==> config.mk <==
export PLATFORM = sky130hd
export DESIGN_NAME = mem_port_arbiter
export DESIGN_NICKNAME = d
export VERILOG_FILES = /design/src/rtl/mem_arb_pkg.sv /design/src/rtl/mem_port_arbiter.sv
export SDC_FILE = /design/constraint.sdc
export NUM_CORES = 1
export LEC_CHECK = 0
export CORE_UTILIZATION = 45
export DETAILED_ROUTE_END_ITERATION = 7
export GPL_TIMING_DRIVEN = 0
export PLACE_DENSITY = 0.87
export SLEW_MARGIN = 10
export SYNTH_ARGS = -nofsm -noshare
export SYNTH_HDL_FRONTEND = slang
export SYNTH_SLANG_ARGS = --single-unit
==> constraint.sdc <==
create_clock -name clk -period 3.75 [get_ports clk]
set_input_delay 0.75 -clock clk [delete_from_list [all_inputs] [get_ports clk]]
set_output_delay 0.75 -clock clk [all_outputs]
set_load 0.1 [all_outputs]
==> src/rtl/mem_arb_pkg.sv <==
// Shared types for the unified memory port arbiter.
// State and requester encodings plus default widths.
package mem_arb_pkg;

  localparam int ADDR_W_DEF     = 16;
  localparam int DATA_W_DEF     = 16;
  localparam int STARVE_MAX_DEF = 3;

  typedef enum logic [1:0] {
    IDLE    = 2'd0,
    BUSY_IF = 2'd1,
    BUSY_DM = 2'd2
  } state_t;

  typedef enum logic {
    SRC_IF = 1'b0,
    SRC_DM = 1'b1
  } src_t;

endpackage

==> src/rtl/mem_port_arbiter.sv <==
// Shares one single-ported memory between instruction fetch and data.
// Data has priority; a saturating starvation counter forces fetch progress.
module mem_port_arbiter
  import mem_arb_pkg::*;
#(
  parameter int ADDR_W     = ADDR_W_DEF,
  parameter int DATA_W     = DATA_W_DEF,
  parameter int STARVE_MAX = STARVE_MAX_DEF
) (
  input  logic              clk,
  input  logic              rst_n,
  input  logic              hlt,
  input  logic              if_req,
  input  logic [ADDR_W-1:0] if_addr,
  output logic              if_gnt,
  output logic              if_valid,
  output logic [DATA_W-1:0] if_rdata,
  input  logic              dm_req,
  input  logic              dm_we,
  input  logic [ADDR_W-1:0] dm_addr,
  input  logic [DATA_W-1:0] dm_wdata,
  output logic              dm_gnt,
  output logic              dm_valid,
  output logic [DATA_W-1:0] dm_rdata,
  output logic              mem_en,
  output logic              mem_we,
  output logic [ADDR_W-1:0] mem_addr,
  output logic [DATA_W-1:0] mem_wdata,
  input  logic [DATA_W-1:0] mem_rdata,
  input  logic              mem_rdy
);

  localparam int CW = $clog2(STARVE_MAX + 1);
  localparam logic [CW-1:0] SMAX = CW'(STARVE_MAX);

  state_t        state;
  state_t        state_nx;
  src_t          win;
  logic [CW-1:0] starve_cnt;
  logic [CW-1:0] starve_nx;
  logic          if_pend;
  logic          if_win;
  logic          dm_win;
  logic          grant;
  logic          done;

  assign if_pend = if_req & ~hlt;
  assign if_win  = if_pend & (~dm_req | (starve_cnt == SMAX));
  assign dm_win  = dm_req & ~if_win;

  always_ff @(posedge clk) begin
    if (!rst_n) state <= IDLE;
    else        state <= state_nx;
  end

  always_comb begin
    state_nx  = state;
    starve_nx = starve_cnt;
    win       = SRC_DM;
    grant     = 1'b0;
    done      = 1'b0;
    unique case (state)
      IDLE: begin
        unique case (1'b1)
          if_win: begin
            state_nx  = BUSY_IF;
            win       = SRC_IF;
            grant     = 1'b1;
            starve_nx = '0;
          end
          dm_win: begin
            state_nx = BUSY_DM;
            grant    = 1'b1;
            if (!if_pend)
              starve_nx = '0;
            else if (starve_cnt != SMAX)
              starve_nx = starve_cnt + 1'b1;
          end
          default: ;
        endcase
      end
      BUSY_IF, BUSY_DM: begin
        if (mem_rdy) begin
          state_nx = IDLE;
          done     = 1'b1;
        end
      end
      default: state_nx = IDLE;
    endcase
  end

  always_ff @(posedge clk) begin
    if (!rst_n) begin
      starve_cnt <= '0;
      mem_addr   <= '0;
      mem_we     <= 1'b0;
      mem_wdata  <= '0;
      if_valid   <= 1'b0;
      dm_valid   <= 1'b0;
      if_rdata   <= '0;
      dm_rdata   <= '0;
    end else begin
      starve_cnt <= starve_nx;
      if_valid   <= done & (state == BUSY_IF);
      dm_valid   <= done & (state == BUSY_DM);
      if (grant) begin
        if (win == SRC_IF) begin
          mem_addr <= if_addr;
          mem_we   <= 1'b0;
        end else begin
          mem_addr  <= dm_addr;
          mem_we    <= dm_we;
          mem_wdata <= dm_wdata;
        end
      end else if (done) begin
        mem_we <= 1'b0;
      end
      if (done && state == BUSY_IF)
        if_rdata <= mem_rdata;
      // writes leave the last read data visible
      if (done && state == BUSY_DM && !mem_we)
        dm_rdata <= mem_rdata;
    end
  end

  assign mem_en = (state != IDLE);
  assign if_gnt = (state == BUSY_IF);
  assign dm_gnt = (state == BUSY_DM);

endmodule

# Yosys cells after proc, flatten, opt, wreduce, memory -nomap -nowiden
# Cells that the tools add are included.
# W data, S select, Z words.
# word_totals
reg_bits	71
input_bits	71
output_inout_bits	70
word_cells	55
# classes
n_addsub	1
eq_ne	7
muxes	16
bitwise	9
reduce_logical	13
# op_table
cell	n
$mux W16	1
$pmux W2 S2	3
$mux W1	9
$mux W2	3
$reduce_bool A2 Y1	3
$and A1 B1 Y1	5
$eq A2 B2 Y1 const B	2
$ne A2 B2 Y1 const B	2
$reduce_and A2 Y1	2
$reduce_or A2 Y1	2
$logic_and A1 B1 Y1	3
$ne A3 B2 Y1 const B	1
$ne A3 B3 Y1 const B	1
$not A1 Y1	3
$reduce_and A3 Y1	1
$add A2 B1 Y2 const B	1
$eq A2 B1 Y1 const B	1
$logic_not A2 Y1	1
$logic_not A1 Y1	1
$or A1 B1 Y1	1

# Depth between registers and ports, before layout
# Gate-level depths: netlist of run 1.
# logic_depth
ltp_word	9
depth_mapped	7
depth_no_buf	5

# Least setup slack after synthesis of run 1
# OpenSTA, ideal clock, no wires.
# synth_timing
kind	reg2reg
start	register state[0]
end	register dm_rdata[10]
setup_ns	0.119
arrival_ns	1.916
setup_slack_ns	1.716
path_stages_with_launch	7
path_cell_list	dfxtp_1 inv_1 ha_1 nand3b_1 clkbuf_1 nand2_1 a21boi_1
# synth_via
elab_chain_len	5
elab_cells_between_ends	6
classes_between	eq/ne: 2; mux: 1; reduce/logical: 3
# synth_lines
element	line	text
from (decl)	mem_port_arbiter.sv:36	state_t state;
from (signal assigned)	mem_port_arbiter.sv:53	else state <= state_nx;
$eq A2 B2 Y1 *	--	
via dm_gnt	mem_port_arbiter.sv:22	output logic dm_gnt,
$reduce_or A2 Y1	mem_port_arbiter.sv:62	unique case (state)
$mux W1	mem_port_arbiter.sv:62	
$logic_and A1 B1 Y1 * (2 in series)	mem_port_arbiter.sv:121	if (done && state == BUSY_DM && !mem_we)
to (signal assigned)	mem_port_arbiter.sv:122	dm_rdata <= mem_rdata;
to (decl)	mem_port_arbiter.sv:24	output logic [DATA_W-1:0] dm_rdata,
# Mark *: on every way through the listed nets, which the timed path passes. The rest lies on a longest branch.
# A chain may end at the register's enable or synchronous reset.

# Worst setup path after layout of run 1
# layout_timing
start	register state[0]
end	output mem_en
# layout_via
elab_chain_len	1
# layout_lines
element	line	text
$reduce_bool A2 Y1	mem_port_arbiter.sv:126	assign mem_en = (state != IDLE);
to (decl)	mem_port_arbiter.sv:25	output logic mem_en,
# No other way between the ends.

==> results of run 1 <==
## power by group through the flow
stage | sequential, mW | clock (mW) | combinational, mW
2_1_floorplan | 1.16 | 0 | 0.184
3_3_place_gp | 0.844 | 0 | 0.697
3_5_place_dp | 0.846 | 0 | 0.706
4_1_cts | 0.829 | 0.691 | 0.708
5_1_grt | 0.834 | 0.729 | 0.738
6_report | 0.829 | 0.679 | 0.707
## worst paths after layout
check / startpoint / endpoint / slack [ns] / depth (start not counted)
worst max-delay path: state[0]$_SDFFE_PN0P_ / mem_en / 0.54 / 5
worst min-delay path: dm_rdata[9]$_SDFFE_PN0P_ / dm_rdata[9]$_SDFFE_PN0P_ / 0.45 / 2
worst max register to register: state[0]$_SDFFE_PN0P_ / if_rdata[8]$_SDFFE_PN0P_ / 2.00 / 6
worst min register to register: dm_rdata[9]$_SDFFE_PN0P_ / dm_rdata[9]$_SDFFE_PN0P_ / 0.45 / 2
## cell families (layout without fill, tap and decap cells)
group | after synthesis | in the layout | share of synthesized area
AND/OR/NAND/NOR | 169 | 169 | 0.242
AO/OA/AOI/OAI | 71 | 71 | 0.176
flip-flops | 71 | 71 | 0.460
buffers and inverters | 32 | 187 | 0.0485
multiplexers | 18 | 18 | 0.0587
adder cells (fa/ha/maj) | 4 | 4 | 0.0162
## area by class of cell
type / instances / area share
Timing Repair Buffer: 139 / 0.290
Clock buffer: 11 / 0.0294
Clock inverter: 5 / 0.0169
Inverter: 4 / 0.00313
Buffer: 28 / 0.0281
Multi-Input combinational cell: 262 / 0.317
Tap cell: 77 / 0.0201
Sequential cell: 71 / 0.296
## metal layers
layer | vias to the layer above | track usage | part of all wire
met4 | 0 | 0.0663 | 0.011
met5 | - | 0 | 0
met1 | 1432 | 0.288 | 0.43
li1 | 1554 | - | -
met2 | 120 | 0.426 | 0.48
met3 | 12 | 0.0632 | 0.072
## registers in the layout, indices dropped and copies added (netlist names)
signal and count:
dm_rdata 16, dm_valid 1, if_rdata 16, if_valid 1, mem_addr 16, mem_wdata 16
mem_we 1, starve_cnt 2, state 2
## worst max-delay path: cells and delay by family, from the launching register on
family     cells  cell delay [ns]
fa+ha+maj      1             0.25
buf+inv        4             1.52
flops          1             0.36
## cell usage after synthesis, drive strengths merged (4+ instances only)
cell / n
clkbuf: 12
ha: 4
or4: 16
dfxtp: 71
mux2i: 17
o2111a: 16
inv: 4
a21oi: 19
nor2: 32
a21boi: 32
nand2: 104
buf: 16
## cell usage in the layout, fill, tap and decap left out, types with 4 or more instances in the layout
master,count
a21boi_1,32
a21oi_1,19
buf_2,12
clkbuf_1,13
clkbuf_8,10
clkdlybuf4s50_1,139
dfxtp_1,71
ha_1,4
mux2i_1,17
nand2_1,104
nor2_1,32
o2111a_1,16
or4_1,16
## metrics by stage
| stage | utilization | instances |
|---|---|---|
| 3_3_place_gp | 0.705 | 581 |
| 2_1_floorplan | - | 365 |
| 5_1_grt | 0.740 | 597 |
| 3_5_place_dp | 0.705 | 581 |
| 6_report | 0.740 | 597 |
| 4_1_cts | 0.740 | 597 |
==> flow_metrics.env, run 1 <==
export IMPL_status="finished with violations"
export IMPL_violations="design-rule violations"
export IMPL_drt_pass1_iterations=8
export IMPL_antenna_found_initial=0
export IMPL_p_leak_nw=1.82
export IMPL_synth_top_area_share=0.460
export IMPL_grt_pass1_vias=2977
export IMPL_syn_nets=440
export IMPL_antenna_left=0
export IMPL_nets=590
export IMPL_multi_input_area_um2=1520
export IMPL_slew_viol_final=0
export IMPL_hpwl_um=6390
export IMPL_post_cts_resized=0
export IMPL_fin_crit_sh=0.856
export IMPL_place_area_um2=4580
export IMPL_clockBufferDepth=2
export IMPL_fmax_mhz=311
export IMPL_p_int_mw=1.41
export IMPL_async_flop_share=0
export IMPL_fin_crit_ns=3.21
export IMPL_postCtsSetupRepairBufs=0
export IMPL_cts_sink_count=71
export IMPL_row_count=29
export IMPL_ir_worst_vdd_uv=353
export IMPL_htreeDepth=3
export IMPL_maxCapViolCount=0
export IMPL_io_pins=141
export IMPL_syn_area_um2=3090
export IMPL_cp_required_ns=3.00
export IMPL_syn_inst=365
export IMPL_yosys_warnings=0
export IMPL_ys_seq_area_frac=0.460
export IMPL_rsz0062_at_grt="no"
export IMPL_grt_remaining_overflow=0
export IMPL_synth_edf_count=0
export IMPL_nFillCells=487
export IMPL_num_vias=3118
export IMPL_worstMarginPinSlew_ns=1.01
export IMPL_critPathKind="reg -> out"
export IMPL_core_um2=6490
export IMPL_drc=12
export IMPL_total_switching_power_uw=803
export IMPL_cp_data_arrival_time_ns=2.46
export IMPL_cts_made_buffers=9
export IMPL_clockPowerShare=0.307
export IMPL_wl_per_cell_um=14.4
export IMPL_dp_slack_ns=0.902
export IMPL_setup_viol=0
export IMPL_fin_skew_ns=0.00677
export IMPL_slowest_delay_ns=1.14
export IMPL_diodes=0
export IMPL_drtIter0Drc=112
export IMPL_die_x_um=84.9
export IMPL_synth_area_leaders="dfxtp_1 46%, nand2_1 13%, a21boi_1 7.8%, o2111a_1 5.8%, mux2i_1 5.5%"
export IMPL_die_h_um=84.9
export IMPL_hold_buffers=0
export IMPL_cp_max_fo=10
export IMPL_drive_gt1_frac=0.0596
export IMPL_tns_ns=0
export IMPL_cts_tree="done"
export IMPL_post_route_worst_setup_slack_ns=0.540
export IMPL_start_util=0.476
export IMPL_insertion_delay_ns=0.34
export IMPL_ys_flop_type="dfxtp_1"
export IMPL_p_seq_frac=0.374
export IMPL_netSwitchingFraction=0.362
export IMPL_yosysTopAreaCell="dfxtp_1"
export IMPL_slowest_stage="clkdlybuf4s50_1"
export IMPL_track_usage=0.240
export IMPL_hp_class="reg -> reg"
export IMPL_routed_wl_um=8570
export IMPL_maxSlewHeadroom=0.327
export IMPL_area_growth_pct=55.3
export IMPL_finalInstanceArea_um2=4800
export IMPL_numPortBuffers=139
export IMPL_crit_path_start_kind="flip-flop"
export IMPL_crit_chain="inv_1, ha_1, inv_2, buf_6, clkdlybuf4s50_1"
export IMPL_dieArea_um2=7210
export IMPL_finalPower_mw=2.21
export IMPL_ys_ff_latch=71
export IMPL_pwr_share_comb=0.319
export IMPL_place_gp_congestion=0.782
export IMPL_post_drt_via_cell_ratio=5.22
export IMPL_clk_pin_slew_worst_paths_ns=0.07
export IMPL_power_density_nw_per_um2=461
export IMPL_synth_cell_types=28
export IMPL_grt_max_degree=13
export IMPL_grt_pass1_wl_um=13800
export IMPL_synth_area_per_cell_um2=8.47
export IMPL_cts_root_buf="clkbuf_8"
export IMPL_cp_end_kind="output port"
export IMPL_finalHoldViolCount=0
export IMPL_register_area_um2=1420
export IMPL_hold_slack_ns=0.452
(Power assumes the default switching activity.)
==> run 2: changes to the inputs <==
--- a/config.mk
+++ b/config.mk
@@ -5,10 +5,11 @@
 export SDC_FILE = /design/constraint.sdc
 export NUM_CORES = 1
 export LEC_CHECK = 0
-export CORE_UTILIZATION = 45
+export CORE_UTILIZATION = 46
+export CTS_BUF_LIST = sky130_fd_sc_hd__clkbuf_4
 export DETAILED_ROUTE_END_ITERATION = 7
 export GPL_TIMING_DRIVEN = 0
-export PLACE_DENSITY = 0.87
+export PLACE_DENSITY = 0.95
 export SLEW_MARGIN = 10
 export SYNTH_ARGS = -nofsm -noshare
 export SYNTH_HDL_FRONTEND = slang
==> run 2 against run 1 <==
Against the previous run:
- the run still ends with design-rule violations left
- clock skew grew 0.0023 ns
- power down 13%
- register-to-register slack got worse by 0.04 ns
- die area shrank 2.1%
- wire length fell by 0.69%
- first-iteration DRC count rose by 5.4%
- highest routed layer unchanged
==> flow_metrics.env, run 2 (synthesis results as in run 1) <==
export IMPL_status="finished with violations"
export IMPL_violations="design-rule violations"
export IMPL_p_leak_nw=1.77
export IMPL_nFillCells=486
export IMPL_numPortBuffers=139
export IMPL_clockBufferDepth=2
export IMPL_p_seq_frac=0.432
export IMPL_rsz0062_at_grt="no"
export IMPL_reg2reg_from="state[0]$_SDFFE_PN0P_"
export IMPL_grt_pass1_vias=2942
export IMPL_post_route_util=0.729
export IMPL_cts_sink_count=71
export IMPL_die_x_um=84
export IMPL_cp_end_kind="output port"
export IMPL_cp_data_arrival_time_ns=2.50
export IMPL_critPathLaunch="state[0]$_SDFFE_PN0P_"
export IMPL_htreeDepth=3
export IMPL_dieArea_um2=7060
export IMPL_hp_class="reg -> reg"
export IMPL_area_growth_pct=51.3
export IMPL_cp_required_ns=3.00
export IMPL_cp_top_family="buffers and inverters"
export IMPL_diodes=0
export IMPL_crit_path_start_kind="flip-flop"
export IMPL_slowest_delay_ns=1.13
export IMPL_final_cell_mix="139 x clkdlybuf4s50_1, 104 x nand2_1, 71 x dfxtp_1, 32 x a21boi_1, 32 x nor2_1"
export IMPL_netSwitchingFraction=0.400
export IMPL_final_common_cell="clkdlybuf4s50_1"
export IMPL_finalHoldViolCount=0
export IMPL_multi_input_area_um2=1520
export IMPL_antenna_left=0
export IMPL_slew_viol_final=0
export IMPL_wl_per_cell_um=14.3
export IMPL_fin_crit_ns=3.25
export IMPL_track_usage=0.247
export IMPL_clk_pin_slew_worst_paths_ns=0.11
export IMPL_power_density_nw_per_um2=411
export IMPL_finalPower_mw=1.92
export IMPL_row_count=29
export IMPL_post_cts_resized=0
export IMPL_ir_worst_vdd_uv=291
export IMPL_grt_max_degree=12
export IMPL_start_util=0.482
export IMPL_tns_ns=0
export IMPL_worstMarginPinSlew_ns=1.01
export IMPL_hold_slack_ns=0.458
export IMPL_antenna_found_initial=0
export IMPL_setup_viol=0
export IMPL_cts_tree="done"
export IMPL_crit_buf_inv=4
export IMPL_total_switching_power_uw=769
export IMPL_grt_pass1_wl_um=14000
export IMPL_place_gp_congestion=0.814
export IMPL_slowest_stage="clkdlybuf4s50_1"
export IMPL_pwr_share_comb=0.367
export IMPL_io_pins=141
export IMPL_cts_made_buffers=9
export IMPL_nets=590
export IMPL_hpwl_um=6530
export IMPL_fin_crit_sh=0.868
export IMPL_maxSlewHeadroom=0.324
export IMPL_drive_gt1_frac=0.0579
export IMPL_drt_pass1_iterations=8
export IMPL_crit_chain="inv_1, ha_1, inv_2, buf_6, clkdlybuf4s50_1"
export IMPL_worstHoldStart="dm_rdata[10]$_SDFFE_PN0P_"
export IMPL_place_area_um2=4580
export IMPL_drtIter0Drc=118
export IMPL_critPathKind="reg -> out"
export IMPL_drc=23
export IMPL_hold_buffers=0
export IMPL_fmax_mhz=307
export IMPL_register_area_um2=1420
export IMPL_post_drt_via_cell_ratio=5.29
export IMPL_p_int_mw=1.15
export IMPL_clockPowerShare=0.202
export IMPL_num_vias=3149
export IMPL_finalInstanceArea_um2=4680
export IMPL_fin_skew_ns=0.00911
export IMPL_insertion_delay_ns=0.39
export IMPL_maxCapViolCount=0
export IMPL_core_um2=6420
export IMPL_routed_wl_um=8510
export IMPL_cts_root_buf="clkbuf_4"
export IMPL_cp_max_fo=10
export IMPL_postCtsSetupRepairBufs=0
export IMPL_die_h_um=84
export IMPL_grt_remaining_overflow=0
==> run 2: stage by stage <==
stage	setup WS [ns]	cells
after global routing	0.389	595
after detailed placement	0.923	581
after CTS	0.477	595
final	0.495	595
after global placement	0.931	581
after floorplan	1.72	365
==> run 2: final timing paths <==
check	slack (ns)	cells past startpoint	end
max	0.50	5	mem_en
min	0.46	2	dm_rdata[10]$_SDFFE_PN0P_
max reg2reg	1.96	6	if_rdata[12]$_SDFFE_PN0P_
min reg2reg	0.46	2	dm_rdata[10]$_SDFFE_PN0P_
==> run 2: final cells by class <==
cell class,count,share of cell area
Clock buffer,10,0.0160
Buffer,28,0.0289
Sequential cell,71,0.304
Timing Repair Buffer,139,0.297
Multi-Input combinational cell,262,0.325
Clock inverter,4,0.00535
Tap cell,77,0.0206
Inverter,4,0.00321
==> run 2: worst reg2reg max path, cell delays in order, from the launching register on <==
cell,delay [ns]
dfxtp_1,0.37
inv_1,0.07
ha_1,0.34
nand3_1,0.26
clkbuf_1,0.40
nand2_1,0.11
a21boi_1,0.17
==> run 2: power by group through the flow <==
| stage | Clock (mW) | Combinational, mW | Sequential, mW |
|---|---|---|---|
| final | 0.387 | 0.705 | 0.830 |
| after detailed placement | 0 | 0.705 | 0.847 |
| after global routing | 0.428 | 0.739 | 0.835 |
| after CTS | 0.395 | 0.707 | 0.830 |
| after global placement | 0 | 0.696 | 0.844 |
| after floorplan | 0 | 0.184 | 1.16 |
==> run 2: layer usage <==
metal	vias to the layer above	global-route usage	part of all wire
met5	-	0	0
met4	0	0.0799	0.013
met3	10	0.0415	0.070
met2	128	0.428	0.48
met1	1458	0.312	0.43
li1	1553	-	-
